File: src/rtl/spi_wr_serializer.sv
// spi_wr_serializer
// Turns a flash page-program command plus its write-data beats into a byte
// stream for a QSPI shifter: opcode 0x02, three address bytes, then every
// data byte of every beat, byte 0 of each beat first. Bytes whose strobe is
// clear are sent as 0xFF so the flash cell is left unchanged. A command that
// is empty, too long, or would run past the end of a 256-byte page is not
// sent; its beats are swallowed and an error is reported on completion.
//
// Ports
//   aclk, areset          clock; synchronous active-high reset
//   cmd_valid/cmd_ready   command handshake; cmd_addr (only [23:0] used),
//                         cmd_beats = number of DW-bit beats (1..16 legal)
//   wdata/wstrb/wvalid/wready   write-data beats
//   tx_byte/tx_valid/tx_last/tx_ready   byte stream, tx_last on final byte
//   done_valid/done_err/done_ready      completion status
module spi_wr_serializer #(
  parameter int DW = 128,
  parameter int AW = 32
) (
  input  logic            aclk,
  input  logic            areset,
  input  logic            cmd_valid,
  output logic            cmd_ready,
  input  logic [AW-1:0]   cmd_addr,
  input  logic [4:0]      cmd_beats,
  input  logic [DW-1:0]   wdata,
  input  logic [DW/8-1:0] wstrb,
  input  logic            wvalid,
  output logic            wready,
  output logic [7:0]      tx_byte,
  output logic            tx_valid,
  output logic            tx_last,
  input  logic            tx_ready,
  output logic            done_valid,
  output logic            done_err,
  input  logic            done_ready
);
  localparam int NB  = DW / 8;
  localparam int BIW = $clog2(NB);

  typedef enum logic [2:0] {S_IDLE, S_HDR, S_DATA, S_DRAIN, S_DONE} state_t;

  state_t         state_q, state_d;
  logic [23:0]    addr_q, addr_d;
  logic [4:0]     beats_q, beats_d;
  logic [4:0]     beats_in_q, beats_in_d;    // beats taken from the write channel
  logic [4:0]     beats_out_q, beats_out_d;  // beats completely sent
  logic [1:0]     hdr_cnt_q, hdr_cnt_d;
  logic [BIW-1:0] byte_idx_q, byte_idx_d;
  logic [DW-1:0]  buf_q, buf_d;              // beat held with strobes already applied
  logic           buf_full_q, buf_full_d;
  logic           err_q, err_d;

  logic [DW-1:0]  wdata_masked;
  logic [DW-1:0]  cur_beat;
  logic [8:0]     page_end;
  logic           cmd_illegal;
  logic           beats_left;
  logic           last_byte;
  logic           final_beat;
  logic           tx_fire;
  logic           w_fire;

  // Disabled bytes become 0xFF before they ever reach the buffer.
  genvar gi;
  generate
    for (gi = 0; gi < NB; gi++) begin : g_mask
      assign wdata_masked[gi*8 +: 8] = wstrb[gi] ? wdata[gi*8 +: 8] : 8'hFF;
    end
    if (AW > 24) begin : g_addr_hi
      logic unused_addr_hi;
      assign unused_addr_hi = ^cmd_addr[AW-1:24];
    end
  endgenerate

  // 9 bits is enough: beats above 16 are rejected on their own.
  assign page_end    = {1'b0, cmd_addr[7:0]} + {cmd_beats, 4'b0000};
  assign cmd_illegal = (cmd_beats == 5'd0) || (cmd_beats > 5'd16) || (page_end > 9'd256);

  always_comb begin
    beats_left = (beats_in_q != beats_q);
    last_byte  = (byte_idx_q == BIW'(NB - 1));
    final_beat = (beats_out_q == beats_q - 5'd1);
    // With the buffer empty, byte 0 is taken straight from the write channel
    // so the first data byte follows the header with no bubble; that beat is
    // captured in the same cycle because wready is high whenever the buffer
    // is empty.
    cur_beat   = buf_full_q ? buf_q : wdata_masked;

    cmd_ready  = (state_q == S_IDLE);
    tx_valid   = 1'b0;
    tx_byte    = 8'h00;
    tx_last    = 1'b0;
    wready     = 1'b0;
    done_valid = 1'b0;
    done_err   = 1'b0;

    case (state_q)
      S_HDR: begin
        tx_valid = 1'b1;
        case (hdr_cnt_q)
          2'd0:    tx_byte = 8'h02;
          2'd1:    tx_byte = addr_q[23:16];
          2'd2:    tx_byte = addr_q[15:8];
          default: tx_byte = addr_q[7:0];
        endcase
      end
      S_DATA: begin
        tx_valid = buf_full_q || wvalid;
        tx_byte  = cur_beat[{byte_idx_q, 3'b000} +: 8];
        tx_last  = buf_full_q && last_byte && final_beat;
        // Refill in the same cycle the last byte leaves to keep the stream gap-free.
        wready   = beats_left && (!buf_full_q || (last_byte && tx_ready));
      end
      S_DRAIN: begin
        wready = beats_left;
      end
      S_DONE: begin
        done_valid = 1'b1;
        done_err   = err_q;
      end
      default: ;
    endcase

    tx_fire = tx_valid && tx_ready;
    w_fire  = wvalid && wready;
  end

  always_comb begin
    state_d     = state_q;
    addr_d      = addr_q;
    beats_d     = beats_q;
    beats_in_d  = beats_in_q;
    beats_out_d = beats_out_q;
    hdr_cnt_d   = hdr_cnt_q;
    byte_idx_d  = byte_idx_q;
    buf_d       = buf_q;
    buf_full_d  = buf_full_q;
    err_d       = err_q;

    case (state_q)
      S_IDLE: begin
        if (cmd_valid) begin
          addr_d      = cmd_addr[23:0];
          beats_d     = cmd_beats;
          beats_in_d  = 5'd0;
          beats_out_d = 5'd0;
          hdr_cnt_d   = 2'd0;
          byte_idx_d  = '0;
          buf_full_d  = 1'b0;
          err_d       = cmd_illegal;
          state_d     = cmd_illegal ? S_DRAIN : S_HDR;
        end
      end
      S_HDR: begin
        if (tx_fire) begin
          hdr_cnt_d = hdr_cnt_q + 2'd1;
          if (hdr_cnt_q == 2'd3) state_d = S_DATA;
        end
      end
      S_DATA: begin
        if (w_fire) begin
          buf_d      = wdata_masked;
          buf_full_d = 1'b1;
          beats_in_d = beats_in_q + 5'd1;
        end
        if (tx_fire) begin
          if (last_byte) begin
            byte_idx_d  = '0;
            beats_out_d = beats_out_q + 5'd1;
            if (!w_fire) buf_full_d = 1'b0;
            if (final_beat) state_d = S_DONE;
          end else begin
            byte_idx_d = byte_idx_q + 1'b1;
          end
        end
      end
      S_DRAIN: begin
        if (w_fire) beats_in_d = beats_in_q + 5'd1;
        if (beats_in_d == beats_q) state_d = S_DONE;
      end
      S_DONE: begin
        if (done_ready) state_d = S_IDLE;
      end
      default: state_d = S_IDLE;
    endcase
  end

  always_ff @(posedge aclk) begin
    if (areset) begin
      state_q     <= S_IDLE;
      addr_q      <= '0;
      beats_q     <= '0;
      beats_in_q  <= '0;
      beats_out_q <= '0;
      hdr_cnt_q   <= '0;
      byte_idx_q  <= '0;
      buf_q       <= '0;
      buf_full_q  <= 1'b0;
      err_q       <= 1'b0;
    end else begin
      state_q     <= state_d;
      addr_q      <= addr_d;
      beats_q     <= beats_d;
      beats_in_q  <= beats_in_d;
      beats_out_q <= beats_out_d;
      hdr_cnt_q   <= hdr_cnt_d;
      byte_idx_q  <= byte_idx_d;
      buf_q       <= buf_d;
      buf_full_q  <= buf_full_d;
      err_q       <= err_d;
    end
  end

endmodule

File: config.mk
export PLATFORM = sky130hd
export DESIGN_NAME = spi_wr_serializer
export DESIGN_NICKNAME = d
export VERILOG_FILES = /design/src/rtl/spi_wr_serializer.sv
export SDC_FILE = /design/constraint.sdc
export NUM_CORES = 1
export LEC_CHECK = 0
export ABC_CLOCK_PERIOD_IN_PS = 3250
export CORE_MARGIN = 4
export CORE_UTILIZATION = 60
export DETAILED_ROUTE_END_ITERATION = 6
export DONT_BUFFER_PORTS = 1
export MAX_ROUTING_LAYER = met4
export PLACE_DENSITY = 0.76
export SLEW_MARGIN = 20
export SYNTH_ARGS = -nofsm -noshare
export SYNTH_HDL_FRONTEND = slang
export SYNTH_SLANG_ARGS = --single-unit
File: constraint.sdc
create_clock -name aclk -period 3.25 [get_ports aclk]
set_clock_uncertainty 0.15 [all_clocks]
set_input_delay 0.65 -clock aclk [delete_from_list [all_inputs] [get_ports aclk]]
set_output_delay 0.65 -clock aclk [all_outputs]
set_load 0.02 [all_outputs]
[After elaboration in Yosys (flattened, before gate mapping)]
Cells that the tools add are included.
Widths: inputs -> output; s select.
Word-level totals
  output and inout port bits: 14
  word-level logic and storage cells: 117
  register bits after elaboration: 178
Operators by class
  equality and inequality tests: 19
  shift operators: 1
  add/sub/neg operators: 6
  order comparisons: 2
  muxes and demuxes: 54
  reduce and logical (&&, ||, !) cells: 25
Operators by type and width (count)
  $mux 128: 1
  $mux 8: 16
  $shiftx 128x8->8: 1
  $mux 5: 5
  $mux 3: 8
  $pmux 8 s3: 1
  $ne 2x2->1 const B: 8
  $pmux 8 s2: 1
  $pmux 3 s5: 1
  $pmux 5 s3: 1
  $mux 4: 3
  $add 5x1->5 const B: 2
  $eq 5x5->1: 2
  $pmux 5 s2: 1
  $add 8x9->9: 1
  $gt 9x9->1 const B: 1
  $mux 1: 8
  $pmux 4 s2: 1
  $reduce_and 2->1: 4
  $reduce_and 8->1: 1
  $eq 3x2->1 const B: 2
  $logic_and 1x1->1: 6
  $mux 2: 3
  $pmux 1 s2: 3
  other kinds (20): 26

[Logic depth before layout (Yosys ltp)]
  depth after elaboration: 11
  gate-level depth with buffers: 10
  depth with buffers taken out: 10

[Worst setup path after synthesis]
No wires, ideal clock.
  kind: reg-to-output
  start: reg byte_idx_q[2]
  end: out tx_byte[5]
  data required time: 2.450 ns
  arrival: 2.167 ns
  slack: 0.283 ns
  buffers on the path: 3
  cell stages (with the launch flop): 8
  path through: dfxtp_1 -> buf_2 -> buf_4 -> buf_2 -> mux4_2 -> mux4_2 -> mux2i_1 -> o22ai_1
Between the ends
  cells in the longest elaborated chain, start to end: 2
Ends and longest elaborated chain
  start: declaration: line 49  | logic [BIW-1:0] byte_idx_q, byte_idx_d;
  start signal: assignment: line 208  | byte_idx_q <= byte_idx_d;
  $shiftx 128x8->8: line 110  | tx_byte = cur_beat[{byte_idx_q, 3'b000} +: 8];
  $pmux 8 s2: line 98  | case (state_q)
  end: declaration: line 30  | output logic [7:0] tx_byte,
Every way passes these cells.

[Worst setup path in the final report]
  start: reg byte_idx_q[2]
  end: out tx_byte[3]
The elaborated chain is that of the path after synthesis.

==> flow_summary.toml <==
[status]
status = "finished with violations"
violations = "negative setup slack"

[clock_tree]
cts_max_level = 4
clkTransAtPathRegs_ps = 70
cts-buffers-inserted = 17
clock_latency_ps = 430
cts_tree = "yes"
cts-root-buf = "clkbuf_16"
clk_path_buf_depth = 2
cts_sinks = 178

[floorplanning]
core-area_um2 = 16700
die_w_um = 139
io_pins = 201
dieArea_um2 = 19300
initial_core_util_pct = 61.6
fp.dieH_um = 139
num_rows = 47

[power_and_ir_drop]
irDropWorstVdd_v = 0.000412
p_leak_nw = 3.69
power_density_nw_per_um2 = 539

[logic_synthesis]
synth_xor_area_share_pct = 1.70
synth.avg_cell_area_um2 = 9.96
async_flop_share_pct = 0
syn-num-nets = 1233
synth_compound_area_share_pct = 7.33
synth_top_area_cell = "dfxtp_1"
synth-seq-cells = 178
syn_inst = 1033
synth_top_area_share_pct = 34.6
synth_edf_count = 0
synth-seq-area-share_pct = 34.6
synthFlopType = "dfxtp_1"
synth_fa_ha_area_share_pct = 1.65
yosys.area_share.simple_pct = 19.0
ys_warn_count = 0
synth_area_leaders = "dfxtp_1, mux4_2, mux2i_1"
synthesis.area_um2 = 10300
synthMuxAreaShare_pct = 30.9
ys_types = 56
synth_top_family_by_area = "multiplexers"

[global_routing]
track_usage_pct = 26.5
grt_first_pass_wirelength_um = 39900
grt_max_degree = 179
top_usage_layer = "met2"
grt_use_met3_pct = 5.86
met2_usage_pct = 41.4
grt_pass1_vias = 7531
grt_use_met1_pct = 34.7
overflow = 0
antenna_found_initial = 5

[timing]
min_period_ps = 3380
slew-limit-headroom_pct = 65.2
fin_setup_tns_ps = -910
maxSlewViolCount = 0
grt_setup_unrepaired = "yes"
setup_slack_ps = -125
max_freq_mhz = 296
setup_viol = 8
fin_crit_sh_pct = 104
worst_slew_pin_slew_ps = 522
hold_violations = 0

[setup_path]
critPathMaxFanout = 6
startpoint = "byte_idx_q[2]"
critPathTopFamily = "multiplexers"
path_cells = "buf_4, buf_12, mux4_2, mux4_2, mux2i_4, o22ai_4"
cpMostUsedCell = "mux4_2"
crit_required_ps = 2450
slowest_stage = "mux4_2"
critPathKind = "reg -> out"
reg2reg_from = "byte_idx_q[2]"
end_kind = "output port"
cp_num_buf_inv = 2
slowest_delay_ps = 560
start_kind = "flop"
arrival_ps = 2580

[route]
route.vias.total = 7718
drc = 0
via_per_inst = 6.18
final_antenna_net_count = 0
detail_route.iter0.violations = 632
wl_per_cell_um = 20.3
drt-total-wl_um = 25300
dr.pass1.iters = 5

[final_layout]
nNetsFinal = 1211
postLayoutCellArea_um2 = 11400
multi_input_area_um2 = 6440
final-seq-area_um2 = 3570
drive_above_1_share_pct = 17.3
stdcell_count = 1248
nFillCells = 1322
area_growth_pct = 11.0

[min_path]
min_from = "areset"
hold_path.class = "in -> reg"

[placement]
dp_hpwl_um = 17800
place_congestion = 0.880
pre_cts_ws_ps = 104
port_buffers = 0
place_inst = 1200
dpl_cell_area_um2 = 10400

[job]
max_cap_viol_count = 0
state kept, by name, indices dropped and copies added (netlist names):
name         count
beats_out_q      5
byte_idx_q       4
beats_in_q       5
hdr_cnt_q        2
buf_q          128
addr_q          24
beats_q          5
err_q            1
buf_full_q       1
state_q          3
cell usage in the layout (no fill, tap or decap), types with 8 or more instances in the layout:
cell type and instances:
dfxtp_1 176, buf_12 10, nor2_1 143, clkbuf_16 22, buf_4 16, nor3_1 11, o21ai_0 18, ha_1 12
mux4_2 80, inv_1 15, xnor2_1 8, nand2_1 76, mux2i_1 130, xor2_1 12, nand2b_1 133, a21oi_1 45
kinds of logic (layout without fill, tap and decap cells):
family                     count (synthesis)  count (layout)
and+or+nand+nor                          400             400
muxes                                    218             218
DFF                                      178             178
AOI/OAI and AO/OA                        114             114
buffers and inverters                     90              80
xor gates and xnor gates                  20              20
adders and majority gates                 13              13
other                                      0               5
routing by layer:
metal | vias up | routed length [um]
li1 | 3626 | -
met1 | 3790 | 10700
met2 | 264 | 12400
met3 | 38 | 1640
met4 | 0 | 592
met5 | - | 0
area by class of cell:
type / instances / share of cell area, %
antenna: 5 / 0.110
clock buffer: 19 / 3.88
clock inverter: 12 / 0.865
inverter: 15 / 0.493
multi-input combinational: 765 / 56.4
sequential: 178 / 31.2
tap: 220 / 2.41
timing repair buffer: 34 / 4.62
stage by stage:
stage	utilization (%)	power [mW]	hold WS, ps
after global routing	68.4	6.45	119
after detailed placement	62.3	4.10	288
after CTS	66.9	6.14	128
after global placement	62.3	4.07	285
after floorplan	-	3.78	282
final	68.4	6.16	148
path summary, 6_finish.rpt:
kind	slack (ps)	cells past startpoint	endpoint
max reg2reg	290	9	buf_q[51]
max	-130	6	tx_byte[3]
min reg2reg	300	2	addr_q[0]
min	150	1	addr_q[20]
report_power, final:
group | switching, mW | internal, mW | leakage [nW]
combinational | 1.01 | 0.736 | 1.99
clock | 0.920 | 1.01 | 0.260
sequential | 0.144 | 2.34 | 1.44
total | 2.07 | 4.08 | 3.69
cell usage after synthesis, types with 6 or more instances:
cell and n:
a221o_1 7, a21oi_1 45, ha_1 12, mux4_2 80, xnor2_1 8, xor2_1 12, clkbuf_1 35, buf_2 13
nand2_1 76, nor3_1 11, o21ai_0 18, o22ai_1 8, buf_1 7, nor2_1 143, nand2b_1 133, inv_1 15
mux2i_1 138, dfxtp_1 178, buf_6 17, o211ai_1 6
repair_timing:
action                                  4_1_cts  5_1_grt
hold endpoints to repair                      0        0
endpoints found under the setup margin        8        9
pin swaps                                     2        3
buffers inserted                              1        4
gates cloned                                  2        5
resized for setup                            27        8
hold buffers                                  0        0
No activity file was read; power rests on OpenSTA's default activity.
==> RTL change 1, RTL diff (same settings) <==
The parameter `DW` goes from 128 to 256.
--- a/src/rtl/spi_wr_serializer.sv
+++ b/src/rtl/spi_wr_serializer.sv
@@ -15,5 +15,5 @@
 //   done_valid/done_err/done_ready      completion status
 module spi_wr_serializer #(
-  parameter int DW = 128,
+  parameter int DW = 256,
   parameter int AW = 32
 ) (
Interface: changed (resized wdata and wstrb); port bits go from 201 to 345. The function was not compared with the original's and may differ.
==> RTL change 1 against the original RTL <==
The flow still finishes with violations (negative setup slack). Total power grew 68%. Routed wire length increased by 130%. Count of clock-buffer cells in the layout grew 29. Combinational power is 30% higher. Worst setup slack worse by 350 ps. Final area increased by 86%. Synthesized area up 75%. Sequential cell count rose by 129. Critical path type unchanged. Critical endpoint is now tx_byte[6]. Highest routed layer unchanged.
==> RTL change 1: results (changes against the original RTL) <==
clock sink count - 307 (+72%)
nonclk inv count - 74 (+59)
Clock Latency Late Sink - 520 ps (+90 ps)
Routed WL - 59.2 mm (+130%)
pre-CTS setup slack - -74.9 ps (-179 ps)
Worst-path clk slew - 60 ps
sequential fraction of the synthesis area - 34.1% (-0.51 points)
Synth Instances - 1978 (+91%)
non-clk buf share - 9.39% (+4.8 points)
Layout area overhead - 17.7%
H-tree depth - 2 (-2)
Worst EP arrival - 2930 ps (+350 ps)
vias in the first global route - 15500 (+110%)
leakage - 7.34 nW (+99%)
Placer Congestion - 0.940 (+6.8%)
Final Non-Filler Cells - 2420 (+94%)
setup violators final - 8 (unchanged)
dpl cell area - 18700 µm² (+80%)
row count - 63 (+34%)
Largest regs - buf_q (256), addr_q (24)
drt pass-1 iters - 6 (+1)
failing checks - negative setup slack
Root Driver - clkbuf_16
Num CTS Buffers - 36 (+19)
top post-synthesis cells by area - dfxtp_1, mux4_2, mux2i_1, nor2_1, nand2b_1
via count - 16000 (+110%)
clkbuf count - 48 (+29)
fill cell count - 2169 (+64%)
multi-input combinational area share - 52.3% (-4.1 points)
first-pass GRT wire length - 88.2 mm (+120%)
bufs w/o clock - 141 (+310%)
GRT Total Usage - 34.6% (+8.1 points)
layout cells sized above 1 - 19.5% (+2.2 points)
Synth cell types - 64 (+14%)
initial antenna violation count - 9 (+4)
Seq. cell area - 6160 µm² (+73%)
Longest Clk Path Bufs - 3 (+1)
status - complete, but fails checks
Syn Nets - 2323 (+88%)
post-route setup slack - -478 ps (-353 ps)
peak supply drop - 0.427 mV (+3.6%)
worst-margin pin slew - 709 ps (+187 ps)
placed cells - 2292 (+91%)
ANT cells - 14 (+9)
Nets - 2339 (+93%)
Setup TNS Final - -2510 ps (-1600 ps)
RTL change 1: changes by cell type in the layout (fill, tap and decap cells not counted), sizes merged, moves of 44 or more:
cell	before	now
buf	29	126
mux2i	138	184
o21ai	18	62
a311oi	2	73
nor2b	5	102
dfxtp	178	307
nor2	143	310
inv	20	76
a211oi	6	52
RTL change 1: routing by layer:
metal  part of all wire, %  wire length (µm)  GRT usage, %
met1                    40             23400          46.2
met2                    46             27300          53.4
met3                   9.6              5690          5.70
met4                   4.8              2850          12.8
met5                     0                 0             -
RTL change 1: logic make-up (layout without fill, tap and decap cells):
family	Yosys count	count (layout)	synth area share, %
AO/OA/AOI/OAI	353	353	14.8
XOR/XNOR	24	24	1.17
adder cells (fa/ha/maj)	14	14	1.01
buffers and inverters	237	275	6.23
flip-flops	307	307	34.1
multiplexers	281	281	22.2
other	0	14	0
AND/OR/NAND/NOR	762	762	20.5
RTL change 1: worst max-delay path: stages (launching register included):
cell	delay, ps
dfxtp_4	380
buf_12	150
inv_12	50
buf_16	140
buf_12	130
mux4_2	240
mux2i_1	90
a222oi_1	620
nand3_1	240
o211ai_1	190
buf_4	190
RTL change 1: worst paths after layout:
kind | startpoint | to | slack (ps) | cells after the start
setup / recovery | buf_full_q | tx_byte[6] | -480 | 10
hold / removal | areset | beats_in_q[4] | 40 | 1
setup reg to reg | byte_idx_q[1] | buf_q[4] | 120 | 13
hold reg to reg | addr_q[8] | addr_q[8] | 300 | 2
RTL change 1: timing repair:
item,CTS,global route
pin swaps,32,34
setup buffers,24,15
gates cloned,14,11
endpoints found under the setup margin,9,177
resized for setup,76,45
RTL change 1: power by group:
group          leakage (nW)  internal (W)  switching, W  total (W)
registers              2.48       0.00393      0.000140    0.00407
logic                  4.29      0.000979       0.00130    0.00227
clock network         0.564       0.00235       0.00163    0.00398
==> RTL change 2, RTL diff (config.mk and constraints unchanged) <==
Made on the original files. Encoding of `state_t`: now one-hot (5 bits for 5 states).
--- a/src/rtl/spi_wr_serializer.sv
+++ b/src/rtl/spi_wr_serializer.sv
@@ -39,5 +39,5 @@
   localparam int BIW = $clog2(NB);
 
-  typedef enum logic [2:0] {S_IDLE, S_HDR, S_DATA, S_DRAIN, S_DONE} state_t;
+  typedef enum logic [4:0] {S_IDLE = 5'b00001, S_HDR = 5'b00010, S_DATA = 5'b00100, S_DRAIN = 5'b01000, S_DONE = 5'b10000} state_t;
 
   state_t         state_q, state_d;
Function: same outputs for any inputs over 10 cycles, from zero or initial values and one cycle with areset high; not proved beyond that.
==> RTL change 2 against the original RTL <==
The flow still finishes with violations (negative setup slack). Synthesized area rose by 0.17%. Maximum frequency fell by 5.7%. Sequential cell count up 2. Non-clock buffer count is 17 higher. Global-route usage up 1.5 points. Sequential share of layout area up 0.29 points. Final area increased by 0.16%. Worst setup slack got worse by 200 ps. Routed wire length rose by 7.7%. Largest cell class unchanged.
Power is not compared: it rests on default switching activity, and its combinational part moved more than twofold at a synthesized area within 25%.
==> RTL change 2: results (changes against the original RTL) <==
Clock buf/inv share - 5.18% (+0.44 points)
Post-DP HPWL - 18.3 mm (+2.9%)
Syn Nets - 1376 (+12%)
post-synthesis mux area share - 18.0% (-13 points)
Synth Instances - 1176 (+14%)
Seq. cell area - 3610 µm² (+1.1%)
GRT Total Usage - 28.0% (+1.5 points)
Placer Congestion - 0.871 (-1.0%)
M3 GR Usage - 5.17% (-0.69 points)
initial antenna violation count - 2 (-3)
Max Freq - 279 MHz (-5.7%)
pre-CTS setup slack - 8.58 ps (-95.8 ps)
multi-input combinational cell count - 903 (+18%)
metal3 WL - 2.19 mm (+34%)
flop2flop setup slack - 340 ps (+50 ps)
Finished Core Util - 68.5% (+0.11 points)
nonclk inv count - 12 (-3)
multi-input logic area - 6210 µm² (-3.5%)
failing checks - negative setup slack
die area - 19300 µm² (+0.16%)
drt pass-1 iters - 6 (+1)
Routed WL - 27.2 mm (+7.7%)
Synth top cells by count - nand2_1, dfxtp_1, a21oi_1, nand2b_1, mux4_2
first-pass GRT wire length - 42.6 mm (+6.8%)
post-route setup slack - -330 ps (-205 ps)
via count - 8634 (+12%)
fill cell count - 1338 (+1.2%)
status - complete, but fails checks
top post-synthesis cells by area - dfxtp_1, mux4_2, nand2_1, nand2b_1, a21oi_1
grt met1 use - 36.7% (+2.1 points)
vias in the first global route - 8268 (+9.8%)
setup violators final - 8 (unchanged)
## RTL change 2: changes by cell type after synthesis, moves of 5 or more
cell      before  now
a31oi_1        5    0
o22ai_1        8    0
a22oi_1        0   18
a21oi_1       45  162
mux2i_1      138    4
buf_6         17    2
a21oi_2        0   18
nor2_1       143   27
clkbuf_1      35   46
buf_12         0   10
o21ai_0       18   11
a221o_1        7    0
nand2_1       76  330
## RTL change 2: repair_timing
| item | 4_1_cts | 5_1_grt |
|---|---|---|
| pin swaps | 6 | 6 |
| gates resized for setup | 23 | 17 |
| setup buffers | 9 | 8 |
| cloned | 3 | 2 |
| endpoints found under the setup margin | 9 | 39 |
## RTL change 2: critical path, cell delays in order, from the launching register on
cell,delay [ps]
dfxtp_4,430
buf_12,140
clkbuf_16,160
mux4_2,520
mux4_2,540
a22oi_2,190
buf_4,170
o21ai_2,60
buf_6,140
